`src/rtl/qspi_read_master.sv`:
```
// QSPI flash read master: command, address, optional dummy and 1/2/4-lane data with stream backpressure.
// Define QSPI_QUAD_EN to enable the quad (0x6B) transaction; otherwise mode 3 runs as dual output.
module qspi_read_master #(
    parameter int unsigned ADDR_W    = 24,
    parameter int unsigned DUMMY_CYC = 8,
    parameter int unsigned LEN_W     = 8,
    parameter int unsigned CSN_HOLD  = 4
) (
    input  logic              qspi_clk,
    input  logic              rst,
    input  logic              req,
    input  logic [1:0]        mode,
    input  logic [ADDR_W-1:0] addr,
    input  logic [LEN_W-1:0]  len,
    output logic              ack,
    output logic              busy,
    output logic              done,
    output logic [7:0]        rd_data,
    output logic              rd_valid,
    input  logic              rd_ready,
    output logic              sck,
    output logic              csn,
    output logic [3:0]        io_o,
    output logic [3:0]        io_oe,
    input  logic [3:0]        io_i
);

    localparam int unsigned SR_W  = 8 + ADDR_W;
    localparam int unsigned CNT_W = 8;

    typedef enum logic [2:0] {S_IDLE, S_CMD, S_ADDR, S_DUMMY, S_DATA, S_END} state_t;

    state_t            state_q, state_d;
    logic              phase_q, phase_d;
    logic [CNT_W-1:0]  cnt_q, cnt_d;
    logic [SR_W-1:0]   sr_q, sr_d;
    logic [1:0]        mode_q, mode_d;
    logic [LEN_W-1:0]  len_q, len_d;
    logic [LEN_W-1:0]  byte_cnt_q, byte_cnt_d;
    logic [6:0]        rx_q, rx_d;
    logic [7:0]        rd_data_q, rd_data_d;
    logic              rd_valid_q, rd_valid_d;
    logic              ack_q, ack_d, busy_q, busy_d, done_q, done_d;
    logic              sck_q, sck_d, csn_q, csn_d;
    logic [3:0]        io_o_q, io_o_d, io_oe_q, io_oe_d;

    logic [1:0]        mode_eff_c;
    logic [7:0]        opcode_c;
    logic [7:0]        rx_shift_c;
    logic [CNT_W-1:0]  bpb_last_c;
    logic [SR_W-1:0]   sr_shift_c;

`ifdef QSPI_QUAD_EN
    assign mode_eff_c = mode;
`else
    assign mode_eff_c = (mode == 2'd3) ? 2'd2 : mode;
`endif

    // Opcode, per-SCK receive shift and SCKs-per-byte for the selected lane mode
    always_comb begin
        case (mode_eff_c)
            2'd0:    opcode_c = 8'h03;
            2'd1:    opcode_c = 8'h0B;
            2'd2:    opcode_c = 8'h3B;
            default: opcode_c = 8'h6B;
        endcase
        case (mode_q)
            2'd2: begin
                rx_shift_c = {rx_q[5:0], io_i[1:0]};
                bpb_last_c = CNT_W'(3);
            end
            2'd3: begin
                rx_shift_c = {rx_q[3:0], io_i};
                bpb_last_c = CNT_W'(1);
            end
            default: begin
                rx_shift_c = {rx_q, io_i[1]};
                bpb_last_c = CNT_W'(7);
            end
        endcase
        sr_shift_c = {sr_q[SR_W-2:0], 1'b0};
    end

    always_comb begin
        state_d    = state_q;
        phase_d    = phase_q;
        cnt_d      = cnt_q;
        sr_d       = sr_q;
        mode_d     = mode_q;
        len_d      = len_q;
        byte_cnt_d = byte_cnt_q;
        rx_d       = rx_q;
        rd_data_d  = rd_data_q;
        rd_valid_d = rd_valid_q & ~rd_ready;
        ack_d      = 1'b0;
        busy_d     = busy_q;
        done_d     = 1'b0;
        sck_d      = sck_q;
        csn_d      = csn_q;
        io_o_d     = io_o_q;
        io_oe_d    = io_oe_q;

        case (state_q)
            S_IDLE: begin
                // Previous burst's last byte must be consumed before a new request
                if (req && !rd_valid_q) begin
                    state_d    = S_CMD;
                    ack_d      = 1'b1;
                    busy_d     = 1'b1;
                    mode_d     = mode_eff_c;
                    len_d      = len;
                    sr_d       = {opcode_c, addr};
                    cnt_d      = '0;
                    phase_d    = 1'b0;
                    byte_cnt_d = '0;
                end
            end
            S_CMD, S_ADDR, S_DUMMY, S_DATA: begin
                if (csn_q) begin
                    csn_d   = 1'b0;
                    io_o_d  = {3'b000, sr_q[SR_W-1]};
                    io_oe_d = 4'b0001;
                end else if (!phase_q) begin
                    // Hold SCK low at a byte boundary while the consumer is stalled
                    if (!(state_q == S_DATA && cnt_q == '0 && rd_valid_q && !rd_ready)) begin
                        phase_d = 1'b1;
                        sck_d   = 1'b1;
                    end
                end else begin
                    phase_d = 1'b0;
                    sck_d   = 1'b0;
                    cnt_d   = cnt_q + CNT_W'(1);
                    case (state_q)
                        S_CMD: begin
                            sr_d   = sr_shift_c;
                            io_o_d = {3'b000, sr_shift_c[SR_W-1]};
                            if (cnt_q == CNT_W'(7)) begin
                                state_d = S_ADDR;
                                cnt_d   = '0;
                            end
                        end
                        S_ADDR: begin
                            sr_d   = sr_shift_c;
                            io_o_d = {3'b000, sr_shift_c[SR_W-1]};
                            if (cnt_q == CNT_W'(ADDR_W - 1)) begin
                                state_d = (mode_q == 2'd0) ? S_DATA : S_DUMMY;
                                cnt_d   = '0;
                                io_o_d  = 4'b0000;
                                io_oe_d = 4'b0000;
                            end
                        end
                        S_DUMMY: begin
                            if (cnt_q == CNT_W'(DUMMY_CYC - 1)) begin
                                state_d = S_DATA;
                                cnt_d   = '0;
                            end
                        end
                        default: begin
                            rx_d = rx_shift_c[6:0];
                            if (cnt_q == bpb_last_c) begin
                                cnt_d      = '0;
                                rd_data_d  = rx_shift_c;
                                rd_valid_d = 1'b1;
                                byte_cnt_d = byte_cnt_q + LEN_W'(1);
                                if (byte_cnt_q == len_q) begin
                                    state_d = S_END;
                                    csn_d   = 1'b1;
                                end
                            end
                        end
                    endcase
                end
            end
            S_END: begin
                cnt_d = cnt_q + CNT_W'(1);
                if (cnt_q == CNT_W'(CSN_HOLD - 1)) begin
                    state_d = S_IDLE;
                    cnt_d   = '0;
                    busy_d  = 1'b0;
                    done_d  = 1'b1;
                end
            end
            default: state_d = S_IDLE;
        endcase
    end

    always_ff @(posedge qspi_clk or posedge rst) begin
        if (rst) begin
            state_q    <= S_IDLE;
            phase_q    <= 1'b0;
            cnt_q      <= '0;
            sr_q       <= '0;
            mode_q     <= '0;
            len_q      <= '0;
            byte_cnt_q <= '0;
            rx_q       <= '0;
            rd_data_q  <= '0;
            rd_valid_q <= 1'b0;
            ack_q      <= 1'b0;
            busy_q     <= 1'b0;
            done_q     <= 1'b0;
            sck_q      <= 1'b0;
            csn_q      <= 1'b1;
            io_o_q     <= '0;
            io_oe_q    <= '0;
        end else begin
            state_q    <= state_d;
            phase_q    <= phase_d;
            cnt_q      <= cnt_d;
            sr_q       <= sr_d;
            mode_q     <= mode_d;
            len_q      <= len_d;
            byte_cnt_q <= byte_cnt_d;
            rx_q       <= rx_d;
            rd_data_q  <= rd_data_d;
            rd_valid_q <= rd_valid_d;
            ack_q      <= ack_d;
            busy_q     <= busy_d;
            done_q     <= done_d;
            sck_q      <= sck_d;
            csn_q      <= csn_d;
            io_o_q     <= io_o_d;
            io_oe_q    <= io_oe_d;
        end
    end

    assign ack      = ack_q;
    assign busy     = busy_q;
    assign done     = done_q;
    assign rd_data  = rd_data_q;
    assign rd_valid = rd_valid_q;
    assign sck      = sck_q;
    assign csn      = csn_q;
    assign io_o     = io_o_q;
    assign io_oe    = io_oe_q;

endmodule

```
`config.mk`:
```
export PLATFORM = sky130hd
export DESIGN_NAME = qspi_read_master
export DESIGN_NICKNAME = d
export VERILOG_FILES = /design/src/rtl/qspi_read_master.sv
export SDC_FILE = /design/constraint.sdc
export NUM_CORES = 1
export LEC_CHECK = 0
export ABC_AREA = 1
export CAP_MARGIN = 5
export CELL_PAD_IN_SITES_DETAIL_PLACEMENT = 0
export CELL_PAD_IN_SITES_GLOBAL_PLACEMENT = 1
export CORE_ASPECT_RATIO = 1.4
export CORE_MARGIN = 2
export CORE_UTILIZATION = 41
export DETAILED_ROUTE_END_ITERATION = 10
export PLACE_DENSITY = 0.85
export SETUP_SLACK_MARGIN = 0.15
export SLEW_MARGIN = 20
export SYNTH_ARGS = -nofsm -noshare
export SYNTH_HDL_FRONTEND = slang
export SYNTH_SLANG_ARGS = --single-unit
```
`constraint.sdc`:
```
create_clock -name qspi_clk -period 2.7 [get_ports qspi_clk]
set_input_delay 0.27 -clock qspi_clk [delete_from_list [all_inputs] [get_ports qspi_clk]]
set_output_delay 0.27 -clock qspi_clk [all_outputs]
set_load 0.01 [all_outputs]
```
==> results of run 1 <==
how the worst min path moves through the flow:
stage / from / to / slack, ns / depth (start not counted)
final: rst / sr_q[7] / 0.35 / 2
after global routing: rst / sr_q[6] / 0.42 / 2
after CTS: rst / sr_q[5] / 0.38 / 2
after detailed placement: rd_data[3] / rd_data[3] / 0.46 / 2
after global placement: rd_data[3] / rd_data[3] / 0.46 / 2
after floorplan: rd_ready / rd_valid / 0.37 / 1
sequential cells by signal (all words and copies together) (netlist names):
register,count
ack,1
busy,1
byte_cnt_q,8
cnt_q,8
csn,1
done,1
io_o,1
io_oe,1
len_q,8
mode_q,2
phase_q,1
rd_data,8
rd_valid,1
rx_q,7
sck,1
sr_q,32
state_q,3
routing by layer:
layer	part of all wire	vias up
li1	-	1993
met5	0	-
met3	0.046	34
met2	0.49	84
met1	0.43	1817
met4	0.036	0
critical path, stage by stage (launching register included):
cell and delay [ns]:
dfrtp_1 0.42, inv_1 0.11, nand2_1 0.09, nand2_2 0.13, nand2_4 0.22, inv_4 0.16, nor2_8 0.05, nor2_4 0.10
nand2_4 0.06, inv_4 0.34, nand3_1 0.12, o21ai_1 0.10
layout make-up:
cell class / instances / share of cell area
timing repair buffer: 66 / 0.115
clock buffer: 11 / 0.0446
clock inverter: 5 / 0.00596
sequential: 85 / 0.375
inverter: 68 / 0.0461
multi-input combinational: 420 / 0.381
tap: 144 / 0.0318
stage by stage:
step | total power, W | util
2_1_floorplan | 0.00456 | -
3_3_place_gp | 0.00521 | 0.479
3_5_place_dp | 0.00528 | 0.479
4_1_cts | 0.00649 | 0.505
5_1_grt | 0.00701 | 0.505
6_report | 0.00642 | 0.505
kinds of logic (layout without fill, tap and decap cells):
| family | after synthesis | in the layout | share of synthesized area |
|---|---|---|---|
| compound gates | 85 | 85 | 0.134 |
| xor+xnor | 10 | 10 | 0.0187 |
| fa+ha+maj | 3 | 3 | 0.00801 |
| buf+inv | 94 | 150 | 0.0891 |
| flops | 85 | 85 | 0.454 |
| other cells | 1 | 6 | 0.000800 |
| simple gates | 316 | 316 | 0.296 |
report_power, final:
| part | switching (W) | leakage (nW) | total, W | internal [W] |
|---|---|---|---|---|
| Combinational | 0.00198 | 1.55 | 0.00311 | 0.00113 |
| Clock | 0.000507 | 0.138 | 0.00118 | 0.000673 |
| Sequential | 0.000360 | 1.07 | 0.00214 | 0.00178 |
synth_stat cells:
cell type,instances
nand2_1,215
dfrtp_1,84
inv_1,64
o21ai_0,37
nor2_1,28
nand3_1,25
o211ai_2,23
or2_2,23
buf_2,9
nand4_1,9
a21oi_1,8
o21ai_1,8
buf_4,7
clkbuf_1,7
xor2_1,7
nor3_1,5
o221ai_1,5
buf_6,3
ha_1,3
xnor2_1,3
inv_2,2
inv_4,2
nand2_4,2
nor3_4,2
a21oi_2,1
a31oi_1,1
conb_1,1
dfstp_2,1
nand2_2,1
nand3_2,1
nand3b_1,1
nor2_2,1
nor2_4,1
nor2_8,1
nor3b_1,1
o21ai_2,1
o22ai_1,1
placed cells by master, fill, tap and decap left out, drive strengths merged, types with 11 or more instances in the layout:
cell	synthesis	layout
nor2	31	31
nand2	218	218
or2	23	23
o21ai	46	46
o211ai	23	23
inv	68	68
clkbuf	7	11
dfrtp	84	84
clkdlybuf4s50	0	57
nand3	26	26
==> results_dict.tcl, run 1 <==
set metrics [dict create \
    area_growth_pct 20.9 \
    setup_viol 0 \
    postRouteAntennaNets 0 \
    dpl.hpwl_mm 7.85 \
    avgSynthCellArea_um2 7.89 \
    yosysWarnings 0 \
    rsz0062_at_grt "false" \
    wl_mm 10.7 \
    firstDrtPassIters 5 \
    post_route_cells_drive_above_1_share 0.134 \
    clock-sinks 85 \
    required_ns 2.97 \
    drc 0 \
    core_area_um2 11200 \
    top_usage_layer "met2" \
    status "finished clean" \
    netlist_area_um2 4690 \
    worstSetupEndpointType "flop" \
    timing.rr.end "sr_q[26]" \
    worst_pin_slew_ns 0.733 \
    finalCritPeriodShare 0.742 \
    arrival_ns 2.27 \
    die-width_um 94.4 \
    finalHoldViolCount 0 \
    critPathLaunch "state_q[1]" \
    clk_latency_ns 0.34 \
    cts.hold.buffers_added 0 \
    placed_cell_area_um2 5380 \
    synth.largest_area_cell "dfrtp_1" \
    root_buffer "clkbuf_16" \
    antenna_found_initial 0 \
    cts_made_buffers 9 \
    clk_path_buf_depth 2 \
    synthTopCellsByArea "dfrtp_1 (45%), nand2_1 (17%), o211ai_2 (6.1%)" \
    diodes 0 \
    portBuffers 57 \
    cap_violations 0 \
    setup.worst_path.start_class "flop" \
    cts_tree "built" \
    max_freq_ghz 0.499 \
    hold_ws_ns 0.351 \
    grt_pass1_vias 3930 \
    die_area_um2 12300 \
    grt_pass1_wl_mm 18.2 \
    use_met1 0.226 \
    grt_max_degree 41 \
    post_cts_buffers 0 \
    crit_fanout 36 \
    seq_area_um2 2130 \
    cp-endpoint "sr_q[26]" \
    min_path_type "in -> async" \
    dpl_worst_slack_ns 0.710 \
    min_period_ns 2.00 \
    grt_use_total 0.187 \
    cts_resized 0 \
    worst_slack_ns 0.696 \
    grt_util_met3 0.0430 \
    max-slew-margin-rel 0.511 \
    yosysSeqAreaShare 0.454 \
    fill_cells 1076 \
    finalMaxSlewViolations 0 \
    fin_nets 695 \
    fin_cells 799 \
    h-tree-depth 3 \
    dp.cells 783 \
    final_cell_area_um2 5670 \
    syn_inst 594 \
    ir_drop_mv 0.542 \
    rows 46 \
    ys_types 37 \
    synth_top_area_frac 0.448 \
    drt_iter0_markers 166 \
    r2r_setup_slack_ns 0.70 \
    gp_congestion 0.826 \
    ios 64 \
    p_per_area_nw_per_um2 1130 \
    start_util 0.418 \
    grt_use_met2 0.312 \
    path_class "reg -> reg" \
    fin_tns_setup_ns 0 \
    rr_worst_depth 11 \
    clk_pin_slew_ns 0.06 \
    avgRoutedWirePerCell_um 13.4 \
    routed_via_density 4.92 \
    vias 3928 \
    clock_skew_ns 0.00618 \
    die_h_um 131 \
    multi_input_area_um2 2160 \
    r2r_start "state_q[1]" \
    grt.overflow.total 0 \
    leakagePower_nw 2.75 \
    synth-seq-cells 85 \
]
Power figures use the tool's default switching activity.
==> run 2, diff against run 1 <==
--- a/config.mk
+++ b/config.mk
@@ -11,9 +11,9 @@
 export CELL_PAD_IN_SITES_GLOBAL_PLACEMENT = 1
 export CORE_ASPECT_RATIO = 1.4
 export CORE_MARGIN = 2
-export CORE_UTILIZATION = 41
+export CORE_UTILIZATION = 37
 export DETAILED_ROUTE_END_ITERATION = 10
-export PLACE_DENSITY = 0.85
+export PLACE_DENSITY = 0.82
 export SETUP_SLACK_MARGIN = 0.15
 export SLEW_MARGIN = 20
 export SYNTH_ARGS = -nofsm -noshare
==> constraint.sdc (replaced) <==
create_clock -name qspi_clk -period 1.75 [get_ports qspi_clk]
set_input_delay 0.175 -clock qspi_clk [delete_from_list [all_inputs] [get_ports qspi_clk]]
set_output_delay 0.175 -clock qspi_clk [all_outputs]
set_load 0.01 [all_outputs]
==> results_dict.tcl, run 2 (same netlist as run 1, synthesis figures left out) <==
set metrics [dict create \
    portBuffers 57 \
    postRouteAntennaNets 0 \
    h-tree-depth 3 \
    status "finished clean" \
    die-width_um 99.1 \
    routed_via_density 4.92 \
    cts_made_buffers 9 \
    die_h_um 137 \
    mostFrequentLayoutCells "nand2_1 (198), dfrtp_1 (78), clkdlybuf4s50_1 (56), inv_1 (55), o21ai_0 (32)" \
    path_class "reg -> reg" \
    grt_max_degree 33 \
    gp_congestion 0.833 \
    diodes 0 \
    wl_met3_um 388 \
    finalCritPeriodShare 0.918 \
    cap_violations 0 \
    clock_skew_ns 0.00628 \
    wl_met2_mm 6.00 \
    fill_cells 1186 \
    rsz0062_at_grt "true" \
    largest-register "sr_q" \
    seq_area_um2 2140 \
    grt_pass1_wl_mm 18.8 \
    area_growth_pct 34.3 \
    largest_register_ff_count 32 \
    dr.max_layer_used "met4" \
    required_ns 1.96 \
    setup.worst_path.start_class "flop" \
    arrival_ns 1.82 \
    clk_pin_slew_ns 0.06 \
    die_area_um2 13600 \
    hold_ws_ns 0.206 \
    fin_nets 728 \
    root_buffer "clkbuf_16" \
    r2r_setup_slack_ns 0.14 \
    wl_mm 11.6 \
    setup_viol 0 \
    drt_iter0_markers 240 \
    drc 0 \
    clk_path_buf_depth 2 \
    firstDrtPassIters 4 \
    dpl.hpwl_mm 8.09 \
    ios 64 \
    clk_latency_ns 0.33 \
    fin_tns_setup_ns 0 \
    grt.overflow.total 0 \
    wl_met1_mm 4.93 \
    ir_drop_mv 0.790 \
    dp.cells 808 \
    grt_use_total 0.172 \
    antenna_found_initial 0 \
    finalMaxSlewViolations 0 \
    final_util 0.509 \
    final_common_cell "nand2_1" \
    grt_pass1_vias 4031 \
    vias 4118 \
    clock-sinks 85 \
    rows 48 \
    start_util 0.379 \
    p_per_area_nw_per_um2 1810 \
    leakagePower_nw 3.01 \
    finalHoldViolCount 0 \
    avgRoutedWirePerCell_um 13.8 \
    min_period_ns 1.61 \
    core_area_um2 12400 \
    min_path_type "in -> async" \
    post_route_cells_drive_above_1_share 0.250 \
    final_cell_area_um2 6300 \
    multi_input_area_um2 2370 \
    fin_cells 837 \
    cts_tree "built" \
    crit_fanout 32 \
    cts.hold.buffers_added 0 \
    max_freq_ghz 0.622 \
    placed_cell_area_um2 5580 \
    worstSetupEndpointType "flop" \
]
## run 2: cell types whose count changed in the layout (fill, tap and decap cells not counted), sizes merged
| cell | change |
|---|---|
| buf | +30 |
| clkbuf | +2 |
| clkinvlp | +2 |
| inv | -2 |
| clkdlybuf4s50 | -1 |
| dlygate4sd2 | +1 |
## run 2: power by group
| part | internal, W | switching (W) |
|---|---|---|
| registers | 0.00275 | 0.000533 |
| clock network | 0.000953 | 0.000761 |
| logic | 0.00272 | 0.00367 |
## run 2: area by class of cell
class                   count  share of cell area
multi-input cells         420               0.376
flip-flops and latches     85               0.339
repair buffers             98               0.166
inverters                  68              0.0463
clock buffers              11              0.0369
well taps                 150              0.0298
clock inverters             4             0.00417
repair inverters            1             0.00119
## run 2: worst paths after layout
| path | from | to | cells past startpoint |
|---|---|---|---|
| max | state_q[0] | sr_q[10] | 10 |
| min | rst | sck | 2 |
| max reg2reg | state_q[0] | sr_q[10] | 10 |
| min reg2reg | rd_data[0] | rd_data[0] | 2 |
| max in group asynchronous | rst | mode_q[1] | 3 |
| min in group qspi_clk | addr[0] | sr_q[0] | 3 |
## run 2: metrics by stage
step | setup WS (ns) | power, W
6_report | 0.143 | 0.0114
3_5_place_dp | -0.0906 | 0.00855
4_1_cts | 0.129 | 0.0107
2_1_floorplan | 0.269 | 0.00704
3_3_place_gp | -0.0194 | 0.00839
5_1_grt | 0.0299 | 0.0123
## run 2: worst max-delay path, stage by stage, from the launching register on
cell and delay [ns]:
dfrtp_2 0.45, nor2_4 0.14, nand2_2 0.12, nand2_8 0.15, inv_8 0.06, nor2_8 0.12, nor2_4 0.05, nand2_4 0.14
inv_16 0.10, o211ai_2 0.07, nand2_1 0.08
## run 2: metal layers
layer / global-route usage / up-vias
met5: 0 / -
met2: 0.308 / 74
met3: 0.0264 / 14
li1: - / 2059
met1: 0.209 / 1971
met4: 0.0601 / 0
## run 2: timing repair
| action | 4_1_cts | 5_1_grt |
|---|---|---|
| pin swaps | 6 | 10 |
| setup buffers | 4 | 7 |
| setup endpoints to repair | 61 | 75 |
| resized for setup | 30 | 68 |
| cloned | 0 | 3 |
